File: src/rtl/riscv_pkg.sv
// Shared RISC-V constants and the ALU control payload used by decode and execute.
package riscv_pkg;

    localparam int unsigned ILEN   = 32;
    localparam int unsigned REG_AW = 5;
    localparam int unsigned F3_W   = 3;

    localparam logic [6:0] OPC_OP     = 7'b0110011;
    localparam logic [6:0] OPC_OP_IMM = 7'b0010011;
    localparam logic [6:0] OPC_LUI    = 7'b0110111;
    localparam logic [6:0] OPC_AUIPC  = 7'b0010111;

    localparam logic [F3_W-1:0] F3_ADD  = 3'b000;
    localparam logic [F3_W-1:0] F3_SL   = 3'b001;
    localparam logic [F3_W-1:0] F3_SLT  = 3'b010;
    localparam logic [F3_W-1:0] F3_SLTU = 3'b011;
    localparam logic [F3_W-1:0] F3_XOR  = 3'b100;
    localparam logic [F3_W-1:0] F3_SR   = 3'b101;
    localparam logic [F3_W-1:0] F3_OR   = 3'b110;
    localparam logic [F3_W-1:0] F3_AND  = 3'b111;

    typedef struct packed {
        logic [F3_W-1:0]   funct3;
        logic              invert;
        logic              reg_write;
        logic              illegal;
        logic [REG_AW-1:0] rd;
    } alu_ctrl_t;

    typedef enum logic [1:0] {OP1_ZERO, OP1_RS1, OP1_PC} op1_sel_e;
    typedef enum logic [1:0] {OP2_ZERO, OP2_RS2, OP2_IMM} op2_sel_e;

endpackage

File: src/rtl/alu_decoder.sv
// Combinational decode of ALU-class instructions into control, immediate and operand selects.
module alu_decoder
    import riscv_pkg::*;
#(
    parameter int unsigned XLEN = 32
) (
    input  logic [ILEN-1:0] instr,
    output alu_ctrl_t       ctrl_c,
    output logic [XLEN-1:0] imm_c,
    output op1_sel_e        op1_sel_c,
    output op2_sel_e        op2_sel_c
);

    logic [6:0]      opcode;
    logic [F3_W-1:0] f3;
    logic [XLEN-1:0] imm_i;
    logic [XLEN-1:0] imm_u;
    logic [XLEN-1:0] shamt;
    logic            shamt_ok;
    logic            alt_ok;

    assign opcode   = instr[6:0];
    assign f3       = instr[14:12];
    assign imm_i    = XLEN'($signed(instr[31:20]));
    assign imm_u    = XLEN'($signed({instr[31:12], 12'b0}));
    assign shamt    = (XLEN == 64) ? XLEN'(instr[25:20]) : XLEN'(instr[24:20]);
    // Bit 25 is part of shamt only on RV64.
    assign shamt_ok = (XLEN == 64) || !instr[25];
    assign alt_ok   = (f3 == F3_ADD) || (f3 == F3_SR);

    logic            legal;
    logic            inv;
    logic [XLEN-1:0] imm;
    op1_sel_e        op1_sel;
    op2_sel_e        op2_sel;

    always_comb begin
        legal   = 1'b0;
        inv     = 1'b0;
        imm     = '0;
        op1_sel = OP1_ZERO;
        op2_sel = OP2_ZERO;
        unique case (opcode)
            OPC_OP: begin
                op1_sel = OP1_RS1;
                op2_sel = OP2_RS2;
                legal   = (instr[31:25] == 7'b0000000) ||
                          (alt_ok && instr[31:25] == 7'b0100000);
                inv     = alt_ok && instr[30];
            end
            OPC_OP_IMM: begin
                op1_sel = OP1_RS1;
                op2_sel = OP2_IMM;
                if (f3 == F3_SL) begin
                    imm   = shamt;
                    legal = shamt_ok && (instr[31:26] == 6'b000000);
                end else if (f3 == F3_SR) begin
                    imm   = shamt;
                    inv   = instr[30];
                    legal = shamt_ok && ((instr[31:26] == 6'b000000) ||
                                         (instr[31:26] == 6'b010000));
                end else begin
                    imm   = imm_i;
                    legal = 1'b1;
                end
            end
            OPC_LUI: begin
                op2_sel = OP2_IMM;
                imm     = imm_u;
                legal   = 1'b1;
            end
            OPC_AUIPC: begin
                op1_sel = OP1_PC;
                op2_sel = OP2_IMM;
                imm     = imm_u;
                legal   = 1'b1;
            end
            default: legal = 1'b0;
        endcase
    end

    // Illegal encodings go to the trap path with neutral control and zero operands.
    always_comb begin
        ctrl_c           = '0;
        ctrl_c.rd        = instr[11:7];
        ctrl_c.reg_write = legal;
        ctrl_c.illegal   = !legal;
        imm_c            = '0;
        op1_sel_c        = OP1_ZERO;
        op2_sel_c        = OP2_ZERO;
        if (legal) begin
            ctrl_c.funct3 = (opcode == OPC_OP || opcode == OPC_OP_IMM) ? f3 : F3_ADD;
            ctrl_c.invert = inv;
            imm_c         = imm;
            op1_sel_c     = op1_sel;
            op2_sel_c     = op2_sel;
        end
    end

endmodule

File: src/rtl/alu_decode_stage.sv
// ALU decode stage: decode, operand select and a single registered slot toward execute.
module alu_decode_stage
    import riscv_pkg::*;
#(
    parameter int unsigned XLEN = 32
) (
    input  logic              clk,
    input  logic              rst,
    input  logic              flush,
    input  logic              in_valid,
    output logic              in_ready,
    input  logic [ILEN-1:0]   instr,
    input  logic [XLEN-1:0]   pc,
    output logic [REG_AW-1:0] rs1_addr,
    output logic [REG_AW-1:0] rs2_addr,
    input  logic [XLEN-1:0]   rs1_data,
    input  logic [XLEN-1:0]   rs2_data,
    output logic              out_valid,
    input  logic              out_ready,
    output logic [F3_W-1:0]   alu_funct3,
    output logic              alu_invert,
    output logic [XLEN-1:0]   operand_1,
    output logic [XLEN-1:0]   operand_2,
    output logic [REG_AW-1:0] rd,
    output logic              reg_write,
    output logic              illegal
);

    alu_ctrl_t       dec_ctrl;
    logic [XLEN-1:0] dec_imm;
    op1_sel_e        op1_sel;
    op2_sel_e        op2_sel;
    logic [XLEN-1:0] op1_next;
    logic [XLEN-1:0] op2_next;
    logic            accept;
    alu_ctrl_t       ctrl_q;

    alu_decoder #(.XLEN(XLEN)) u_decoder (
        .instr     (instr),
        .ctrl_c    (dec_ctrl),
        .imm_c     (dec_imm),
        .op1_sel_c (op1_sel),
        .op2_sel_c (op2_sel)
    );

    assign rs1_addr = instr[19:15];
    assign rs2_addr = instr[24:20];
    assign in_ready = !out_valid || out_ready || flush;
    assign accept   = in_valid && in_ready;

    always_comb begin
        op1_next = '0;
        op2_next = '0;
        unique case (op1_sel)
            OP1_RS1: op1_next = rs1_data;
            OP1_PC:  op1_next = pc;
            default: op1_next = '0;
        endcase
        unique case (op2_sel)
            OP2_RS2: op2_next = rs2_data;
            OP2_IMM: op2_next = dec_imm;
            default: op2_next = '0;
        endcase
    end

    // Flush wins over accept and drain; a flushed offer is consumed but never loaded.
    always_ff @(posedge clk) begin
        if (rst) begin
            out_valid <= 1'b0;
            ctrl_q    <= '0;
            operand_1 <= '0;
            operand_2 <= '0;
        end else begin
            if (flush) begin
                out_valid <= 1'b0;
            end else if (accept) begin
                out_valid <= 1'b1;
            end else if (out_ready) begin
                out_valid <= 1'b0;
            end
            if (accept && !flush) begin
                ctrl_q    <= dec_ctrl;
                operand_1 <= op1_next;
                operand_2 <= op2_next;
            end
        end
    end

    assign alu_funct3 = ctrl_q.funct3;
    assign alu_invert = ctrl_q.invert;
    assign rd         = ctrl_q.rd;
    assign reg_write  = ctrl_q.reg_write;
    assign illegal    = ctrl_q.illegal;

endmodule

File: config.mk
export PLATFORM = sky130hd
export DESIGN_NAME = alu_decode_stage
export DESIGN_NICKNAME = d
export VERILOG_FILES = /design/src/rtl/riscv_pkg.sv /design/src/rtl/alu_decoder.sv /design/src/rtl/alu_decode_stage.sv
export SDC_FILE = /design/constraint.sdc
export NUM_CORES = 1
export LEC_CHECK = 0
export CELL_PAD_IN_SITES_DETAIL_PLACEMENT = 0
export CELL_PAD_IN_SITES_GLOBAL_PLACEMENT = 1
export CORE_ASPECT_RATIO = 1.25
export CORE_MARGIN = 8
export CORE_UTILIZATION = 27
export CTS_BUF_LIST = sky130_fd_sc_hd__clkbuf_8
export CTS_CLUSTER_SIZE = 40
export DETAILED_ROUTE_END_ITERATION = 12
export PLACE_DENSITY = 0.85
export SLEW_MARGIN = 10
export SYNTH_ARGS = -nofsm -noshare
export SYNTH_HDL_FRONTEND = slang
export SYNTH_SLANG_ARGS = --single-unit
File: constraint.sdc
create_clock -name clk -period 3.35 [get_ports clk]
set_input_delay 0.335 -clock clk [delete_from_list [all_inputs] [get_ports clk]]
set_output_delay 0.335 -clock clk [all_outputs]
set_load 0.05 [all_outputs]
# Word-level counts from Yosys, hierarchy flattened
# Index checks and enable logic that the tools add are counted.
[word_totals] out_inout_bits=87 word_cells=64 inputBits=133 reg_bits=76
[op_classes] n_mux=20 eq_ne=12 n_reduce_logical=24
[op_table] op="32-bit one-hot mux with 2 select lines" count=3
[op_table] op="32-bit 2-to-1 mux" count=3
[op_table] op="7-bit by 6-bit == test with 1-bit output, second input constant" count=3
[op_table] op="7-bit by 5-bit == test with 1-bit output, second input constant" count=2
[op_table] op="2-bit one-hot mux with 2 select lines" count=2
[op_table] op="7-bit zero test" count=1
[op_table] op="6-bit by 5-bit == test with 1-bit output, second input constant" count=1
[op_table] op="1-bit logical AND" count=6
[op_table] op="6-bit zero test" count=1
[op_table] op="1-bit logical OR" count=6
[op_table] op="1-bit 2-to-1 mux" count=6
[op_table] op="2-bit OR reduction" count=3
[op_table] op="2-bit by 1-bit == test with 1-bit output, second input constant" count=2
[op_table] op="2-bit == test, second input constant" count=2
[op_table] op="1-bit zero test" count=4
[op_table] op="2-bit 2-to-1 mux" count=2
[op_table] op="4-bit 2-to-1 mux" count=1
[op_table] op="3-bit by 1-bit == test with 1-bit output, second input constant" count=1
[op_table] op="3-bit == test, second input constant" count=1
[op_table] op="3-bit zero test" count=1
[op_table] op="3-bit 2-to-1 mux" count=1
[op_table] op="1-bit one-hot mux with 3 select lines" count=1
[op_table] op="3-bit OR reduction" count=1
[op_table] op="1-bit one-hot mux with 2 select lines" count=1
[op_table] op="2-bit nonzero test" count=1

# Logic depth before layout (Yosys ltp)
# Gate-level depths: netlist of the first run.
[logic_depth] depth_word=9 depth_mapped=11 ltp_nobuf=9

# Hierarchy
# A second synthesis of the first run with hierarchy kept.
[unflattened] hier_cells=372 area_unflattened_um2=4033.9
[modules_own_cells] mod="alu_decode_stage" seq_area_each_um2=1521.5 area_per_inst_um2=3497.1 cells_per_inst=295 instances=1
[modules_own_cells] mod="alu_decoder" seq_area_each_um2=0.0 area_per_inst_um2=536.8 cells_per_inst=77 instances=1

# Least setup slack after synthesis of the first run
# No wires, ideal clock.
[synth_path] path_kind="input to register" from="input instr[28]" to="register operand_2[10]" path_buffers=0 path_stages=8 path_slack_ns=0.253 required_ns=3.272 t_arrival_ns=3.019 path_cell_list="or4_1 a2111o_1 a21oi_1 o21ai_0 ha_1 nor4_1 nand4b_1 o21ai_0"
[synth_via] elab_chain_cells=9
[synth_lines] element="start, declared" line="alu_decode_stage.sv:12" text="input logic [ILEN-1:0] instr,"
[synth_lines] element="6-bit by 5-bit == test with 1-bit output or 6-bit zero test (tied branches)" line="alu_decoder.sv:61, alu_decoder.sv:56, alu_decoder.sv:60"
[synth_lines] element="1-bit logical OR" line="alu_decoder.sv:60" text="legal = shamt_ok && ((instr[31:26] == 6'b000000) ||"
[synth_lines] element="1-bit logical AND" line="alu_decoder.sv:60"
[synth_lines] element="1-bit 2-to-1 mux" line="alu_decoder.sv:57" text="end else if (f3 == F3_SR) begin"
[synth_lines] element="1-bit 2-to-1 mux" line="alu_decoder.sv:54" text="if (f3 == F3_SL) begin"
[synth_lines] element="1-bit one-hot mux with 3 select lines *" line="alu_decoder.sv:43" text="unique case (opcode)"
[synth_lines] element="2-bit 2-to-1 mux" line="alu_decoder.sv:91" text="if (legal) begin"
[synth_lines] element="2-bit == test or 2-bit by 1-bit == test with 1-bit output (tied branches)" line="alu_decode_stage.sv:59" text="unique case (op2_sel)"
[synth_lines] element="32-bit one-hot mux with 2 select lines *" line="alu_decode_stage.sv:59"
[synth_lines] element="end signal, assigned" line="alu_decode_stage.sv:84" text="operand_2 <= op2_next;"
[synth_lines] element="end, declared" line="alu_decode_stage.sv:23" text="output logic [XLEN-1:0] operand_2,"
# Mark *: on every way between the ends. The rest lies on a longest branch, timed or not.
# A chain may end at the register's enable or synchronous reset.

# Final worst setup path of the first run
[layout_path] from="input instr[28]" to="register operand_2[7]"
# Same word-level chain as after synthesis.

==> results.md, run 1 <==
- Clock transition at path regs: 90 ps
- Multi-input logic area: 0.00213 sq mm
- CTS max path bufs: 2
- Predominant post-synthesis flop cell: dfxtp_1
- Post-layout util: 45.8%
- Worst slew margin: 33.8%
- Total routed wirelength: 16.5 mm
- Status: finished clean
- Layout Skew: 12.2 ps
- Post-route antenna net violation count: 0
- Filler Cells Inserted: 1423
- Hold_sp: reg_write$_SDFFE_PP0P_
- WP data arrival: 3440 ps
- # setup viols final: 0
- RD Place Congestion: 0.829
- Port Buffer Count: 219
- Vias per cell: 5.25
- Detailed-route wire length per cell: 18.6 um
- Post-synthesis sequential area ratio: 38.7%
- Non-Filler Instances: 883
- Total core area: 0.0143 sq mm
- Cell leakage power: 2.14 nW
- Later-pin clock latency in the skew report: 340 ps
- Vias in the first global route: 4760
- RR Startpoint: out_valid$_SDFFE_PP0P_
- H-Tree Depth: 3
- Layout area overhead: 67.3%
- Initial Util: 27.4%
- RSZ-0062 raised after global routing: true
- Reg2Reg Depth: 5
- Largest net degree at the start of global routing: 42
- EDFF count, synth: 0
- Residual DRC: 0
- Total Neg Setup Slack: 0 ps
- Worst Hold Endpoint: reg_write$_SDFFE_PP0P_
- Fmax: 315 MHz
- CTS Sinks: 76
- DRT iter0 DRCs: 341
- Post-CTS Hold Buffers: 0
- Number of library cell types mapped by synthesis: 42
- DIE AREA: 0.0187 sq mm
- Post-synthesis instance area: 0.00393 sq mm
- Worst Hold Depth: 2
- Final nets: 838
- Placed insts: 868
- Post-layout min period: 3170 ps
- Register area: 0.00152 sq mm
- Share of cells above drive strength 1: 7.38%
- Max VDD drop: 0.224 mV
- Vias: 4640
- Async set or reset register ratio after synthesis: 0%
- Initial antenna violation count: 0
- Worst-Margin Slew: 991 ps
- Total Power: 2.11 mW
- Reg2Reg Capture Point: operand_2[17]$_SDFFE_PP0P_
- Row count: 49
- Yosys warns: 0
- Crit path kind: input port to flip-flop
- GRT overflow: 0
- # Max-Cap Violations: 0
- Hpwl dp: 12.7 mm
- Post-Syn Instances: 503
- Hold Crit Class: flip-flop to flip-flop
- Chip height: 151 um
- Worst setup EP type: flip-flop
- IO Pins: 220
- Final hold violations: 0
- TritonCTS clock tree: built
- Die W: 124 um
- CP Launch Type: input port
- First-pass GRT wire length: 25.3 mm
- CP Data Required Time: 3620 ps
- Syn nets: 640
- FF-to-FF setup slack: 1360 ps
- Fin crit share: 94.7%
- Cell area power density: 321 mW/mm^2
- GRT Total Usage: 17.0%
- Clock root buffer: clkbuf_8
- Final Max Tran Viols: 0
- Syn avg cell area: 7.82 sq um
- Initial DRT Pass Iterations: 4
- ANT cells: 0
- CTS Buf Count: 9
- Max FO, Critical Path: 8
- Synth Register Bits: 76
metrics by stage:
stage                     area (sq um)  setup slack [ps]  hold WS, ps
final                             6580               178          452
after CTS                         6570               208          456
after detailed placement          6330              -160          436
after global routing              6580             -10.5          476
after global placement            6330              24.1          432
after floorplan                   3930               253          471
state kept, by name, indices dropped and copies added (netlist names):
name / count
illegal: 1
alu_invert: 1
operand_1: 32
rd: 5
alu_funct3: 3
reg_write: 1
operand_2: 32
out_valid: 1
Yosys cell counts, drive strengths merged (2+ instances only):
cell type	count	area [sq um]
or4	3	26.3
dfxtp	76	1520
nor2	38	143
nand3b	2	15.0
nand2	55	206
o22ai	5	31.3
a21o	5	37.5
nand2b	6	37.5
nor3	2	10.0
nor3b	2	15.0
nand3	5	25.0
buf	12	91.3
o31ai	20	150
nand4	10	62.6
clkbuf	47	178
a21boi	6	45.0
a22oi	38	285
nor2b	4	25.0
o41ai	4	35.0
or3	2	12.5
nand4b	8	70.1
a32oi	7	61.3
a21oi	58	290
o21ai	29	145
inv	11	41.3
ha	4	50.1
nor4	33	206
timing repair:
item,in CTS,in global routing
gates resized for setup,0,1
setup endpoints to repair,0,6
setup buffers,0,0
logic make-up (layout without fill, tap and decap cells):
group / after synthesis / after routing / share of synthesized area (%)
buf+inv: 70 / 272 / 7.89
fa+ha+maj: 4 / 4 / 1.27
simple gates: 175 / 175 / 23.3
xor+xnor: 1 / 1 / 0.223
compound gates: 177 / 177 / 28.6
flops: 76 / 76 / 38.7
report_power, final:
part	leakage (nW)	switching, mW	internal, mW
logic	1.41	0.164	0.182
registers	0.613	0.00293	0.907
clock network	0.116	0.361	0.493
area by class of cell:
class	instances	area share, %
Timing Repair Buffer	246	36.9
Multi-Input combinational cell	357	32.4
Sequential cell	76	23.1
Tap cell	178	3.39
Clock buffer	9	1.88
Clock inverter	6	1.69
Inverter	11	0.628
critical path, stage by stage:
cell and delay [ps]:
clkdlybuf4s50_1 440, or4_1 590, a2111o_1 410, a21oi_1 210, o21ai_0 110, ha_1 370
nor4_2 300, buf_4 210, nand4b_1 220, o21ai_0 250
layout by cell type, fill, tap and decap left out, types with 2 or more instances in the layout:
cell	count
clkdlybuf4s50_1	218
inv_1	11
nand2b_1	5
buf_4	24
nand4_1	10
bufinv_16	3
a21boi_0	6
a21oi_1	57
nand3_1	5
a21o_1	5
o22ai_1	5
nor4_1	32
nand4b_1	8
o41ai_1	4
ha_1	4
or3_1	2
nand3b_1	2
a32oi_1	7
o21ai_0	29
o31ai_1	20
nor2_1	38
a22oi_1	38
buf_12	3
dfxtp_1	76
nor3b_1	2
or4_1	2
nor2b_1	3
nand2_1	54
nor3_1	2
clkbuf_8	9
metal layers:
metal / wire, um / track usage [%] / vias to the layer above
li1: - / - / 2249
met1: 6390 / 18.8 / 2160
met2: 8020 / 29.4 / 217
met3: 1830 / 6.30 / 14
met4: 217 / 5.13 / 0
met5: 0 / 0 / -
worst max-delay path by stage:
stage | startpoint | to | slack, ps | depth (start not counted)
CTS | instr[28] | operand_2[8]$_SDFFE_PP0P_ | 210 | 10
floorplan | instr[28] | operand_2[10]$_SDFFE_PP0P_ | 250 | 8
global placement | instr[28] | operand_2[5]$_SDFFE_PP0P_ | 20 | 10
detailed placement | instr[28] | operand_2[8]$_SDFFE_PP0P_ | -160 | 10
global route | instr[28] | operand_2[8]$_SDFFE_PP0P_ | -10 | 10
finish | instr[28] | operand_2[7]$_SDFFE_PP0P_ | 180 | 10
Note: power is estimated with default switching activity, not from simulation.
==> inputs of run 2 (changes only) <==
--- a/config.mk
+++ b/config.mk
@@ -7,7 +7,7 @@
 export LEC_CHECK = 0
 export CELL_PAD_IN_SITES_DETAIL_PLACEMENT = 0
 export CELL_PAD_IN_SITES_GLOBAL_PLACEMENT = 1
-export CORE_ASPECT_RATIO = 1.25
+export CORE_ASPECT_RATIO = 1.5
 export CORE_MARGIN = 8
 export CORE_UTILIZATION = 27
 export CTS_BUF_LIST = sky130_fd_sc_hd__clkbuf_8
==> results.md, run 2 (synthesis gave the netlist of run 1 again) <==
- # Max-Cap Violations: 0 (unchanged)
- Initial DRT Pass Iterations: 4 (unchanged)
- Met1 WL: 6.26 mm (-2.1%)
- Vias: 4692 (+1.1%)
- Total core area: 0.0144 sq mm (+0.31%)
- CP Cell Sequence: clkdlybuf4s50_1, or4_1, a2111o_1, a21oi_1, o21ai_0, ha_1, nor4_1, buf_4, nand4b_1, o21ai_0
- H-Tree Depth: 3 (unchanged)
- Hpwl dp: 13.0 mm (+2.9%)
- RR Startpoint: out_valid$_SDFFE_PP0P_
- Status: finished clean
- Post-CTS sizing: 0 (unchanged)
- # setup viols final: 0 (unchanged)
- Cell leakage power: 2.11 nW (-1.4%)
- Final nets: 836 (-0.24%)
- Routed length on met2: 8.58 mm (+6.9%)
- Die W: 115 um (-7.6%)
- Met3 Wirelength: 1.57 mm (-14%)
- Post-route antenna net violation count: 0 (unchanged)
- Max FO, Critical Path: 8 (unchanged)
- Row count: 54 (+10%)
- Most frequent cells in the layout: clkdlybuf4s50_1, dfxtp_1, a21oi_1
- Crit path kind: input port to flip-flop
- Most frequent cell on the critical path: o21ai_0
- Share of cells above drive strength 1: 6.96% (-0.42 points)
- Reg2Reg Capture Point: operand_2[21]$_SDFFE_PP0P_
- Later-pin clock latency in the skew report: 360 ps (+20 ps)
- CTS Buf Count: 9 (unchanged)
- Fin crit share: 92.9% (-1.8 points)
- RD Place Congestion: 0.822 (-0.90%)
- GRT overflow: 0 (unchanged)
- Hold Crit Class: input port to flip-flop
- Filler Cells Inserted: 1458 (+2.5%)
- Post-layout min period: 3110 ps (-59.8 ps)
- Worst Hold Endpoint: operand_1[30]$_SDFFE_PP0P_
- Post-CTS Setup Inserts: 0 (unchanged)
- Placed insts: 884 (+1.8%)
- Vias in the first global route: 4954 (+4.1%)
- Critical Path Start: instr[28]
- Worst-Margin Slew: 961 ps (-30.2 ps)
- RSZ-0062 raised after global routing: false
- Final Max Tran Viols: 0 (unchanged)
- Max layer used: met5
- Placement Cell Area: 0.00633 sq mm (-0.12%)
- DRT iter0 DRCs: 192 (-44%)
- Detailed-route wire length per cell: 18.5 um (-0.76%)
- Reg2Reg Depth: 5 (unchanged)
- WP data arrival: 3390 ps (-50 ps)
- Largest net degree at the start of global routing: 48 (+14%)
- TritonCTS clock tree: built
- Final Cell Area: 0.00653 sq mm (-0.72%)
- ANT cells: 0 (unchanged)
- Non-Filler Instances: 900 (+1.9%)
- Cell area power density: 303 mW/mm^2 (-5.5%)
- Total Neg Setup Slack: 0 ps (unchanged)
- Max VDD drop: 0.232 mV (+3.4%)
- Worst Hold Depth: 2 (unchanged)
- Slowest CP cell: or4_1
- CP Launch Type: input port
- GRT Total Usage: 17.5% (+0.51 points)
- Most common cell after layout, fill and taps aside: clkdlybuf4s50_1
- IO Pins: 220 (unchanged)
- Port Buffer Count: 219 (unchanged)
- Worst slew margin: 35.8% (+2.0 points)
- Final hold violations: 0 (unchanged)
- FF-to-FF setup slack: 1340 ps (-20 ps)
- Residual DRC: 0 (unchanged)
- Layout area overhead: 66.1%
- CP Data Required Time: 3630 ps (about the same)
- CTS max path bufs: 2 (unchanged)
- Layout Skew: 7.34 ps (-4.88 ps)
- Chip height: 164 um (+8.5%)
- Total routed wirelength: 16.7 mm (+1.1%)
- Clock root buffer: clkbuf_8
- Post-CTS Hold Buffers: 0 (unchanged)
- CTS Sinks: 76 (unchanged)
- Initial Util: 27.3% (-0.086 points)
- Hold_sp: rst
- First-pass GRT wire length: 25.9 mm (+2.3%)
- DIE AREA: 0.0188 sq mm (+0.30%)
- Vias per cell: 5.21 (-0.79%)
- CP peak stage delay: 580 ps (about the same)
- Initial antenna violation count: 1 (+1)
- Clock transition at path regs: 90 ps (about the same)
- Fmax: 321 MHz (+1.9%)
- Worst setup EP type: flip-flop
[run 2: cell count changes in the layout (fill, tap and decap cells not counted)]
cell	change
bufinv_16	-2
buf_12	-1
buf_4	-1
clkbuf_8	+1
clkinv_2	+1
clkinv_4	+1
clkinvlp_4	+1
inv_6	-1
nand2_1	+1
nand2_2	-1
nor4_1	+1
nor4_2	-1
[run 2: worst max-delay path by stage]
stage,depth (start not counted),to
6_report,10,operand_2[7]$_SDFFE_PP0P_
5_1_grt,10,operand_2[7]$_SDFFE_PP0P_
4_1_cts,10,operand_2[7]$_SDFFE_PP0P_
3_5_place_dp,10,operand_2[7]$_SDFFE_PP0P_
3_3_place_gp,10,operand_2[10]$_SDFFE_PP0P_
2_1_floorplan,8,operand_2[10]$_SDFFE_PP0P_
[run 2: cell type report]
class | instances | area (sq um) | share of cell area [%]
clock buffers | 10 | 138 | 2.11
clock inverters | 6 | 63.8 | 0.977
inverters | 11 | 41.3 | 0.632
multi-input cells | 357 | 2120 | 32.5
flip-flops and latches | 76 | 1520 | 23.3
well taps | 196 | 245 | 3.76
repair buffers | 244 | 2400 | 36.8
[run 2: critical path: cells and delay by family]
| family | cells | cell delay [ps] |
|---|---|---|
| fa+ha+maj | 1 | 340 |
| simple gates | 3 | 1120 |
| compound gates | 4 | 950 |
| buf+inv | 2 | 640 |
[run 2: per-layer routing]
layer  track usage (%)  vias to the layer above
met3              7.25                       17
met2              31.6                      192
met4              5.41                        2
met5                 0                        -
li1                  -                     2253
met1              17.7                     2228
[run 2: report_power, final]
part / switching (mW) / internal [mW]
clock: 0.361 / 0.363
combinational: 0.164 / 0.182
sequential: 0.00245 / 0.907
[run 2: metrics by stage]
stage               power, mW  hold WS, ps  setup slack, ps  utilization, %
finish                   1.98          352              238            45.4
detailed placement       1.28          442            -94.2            44.0
floorplan                1.06          471              253               -
global placement         1.27          435             40.4            44.0
global route             2.06          340             57.3            45.4
CTS                      2.00          324              284            45.4
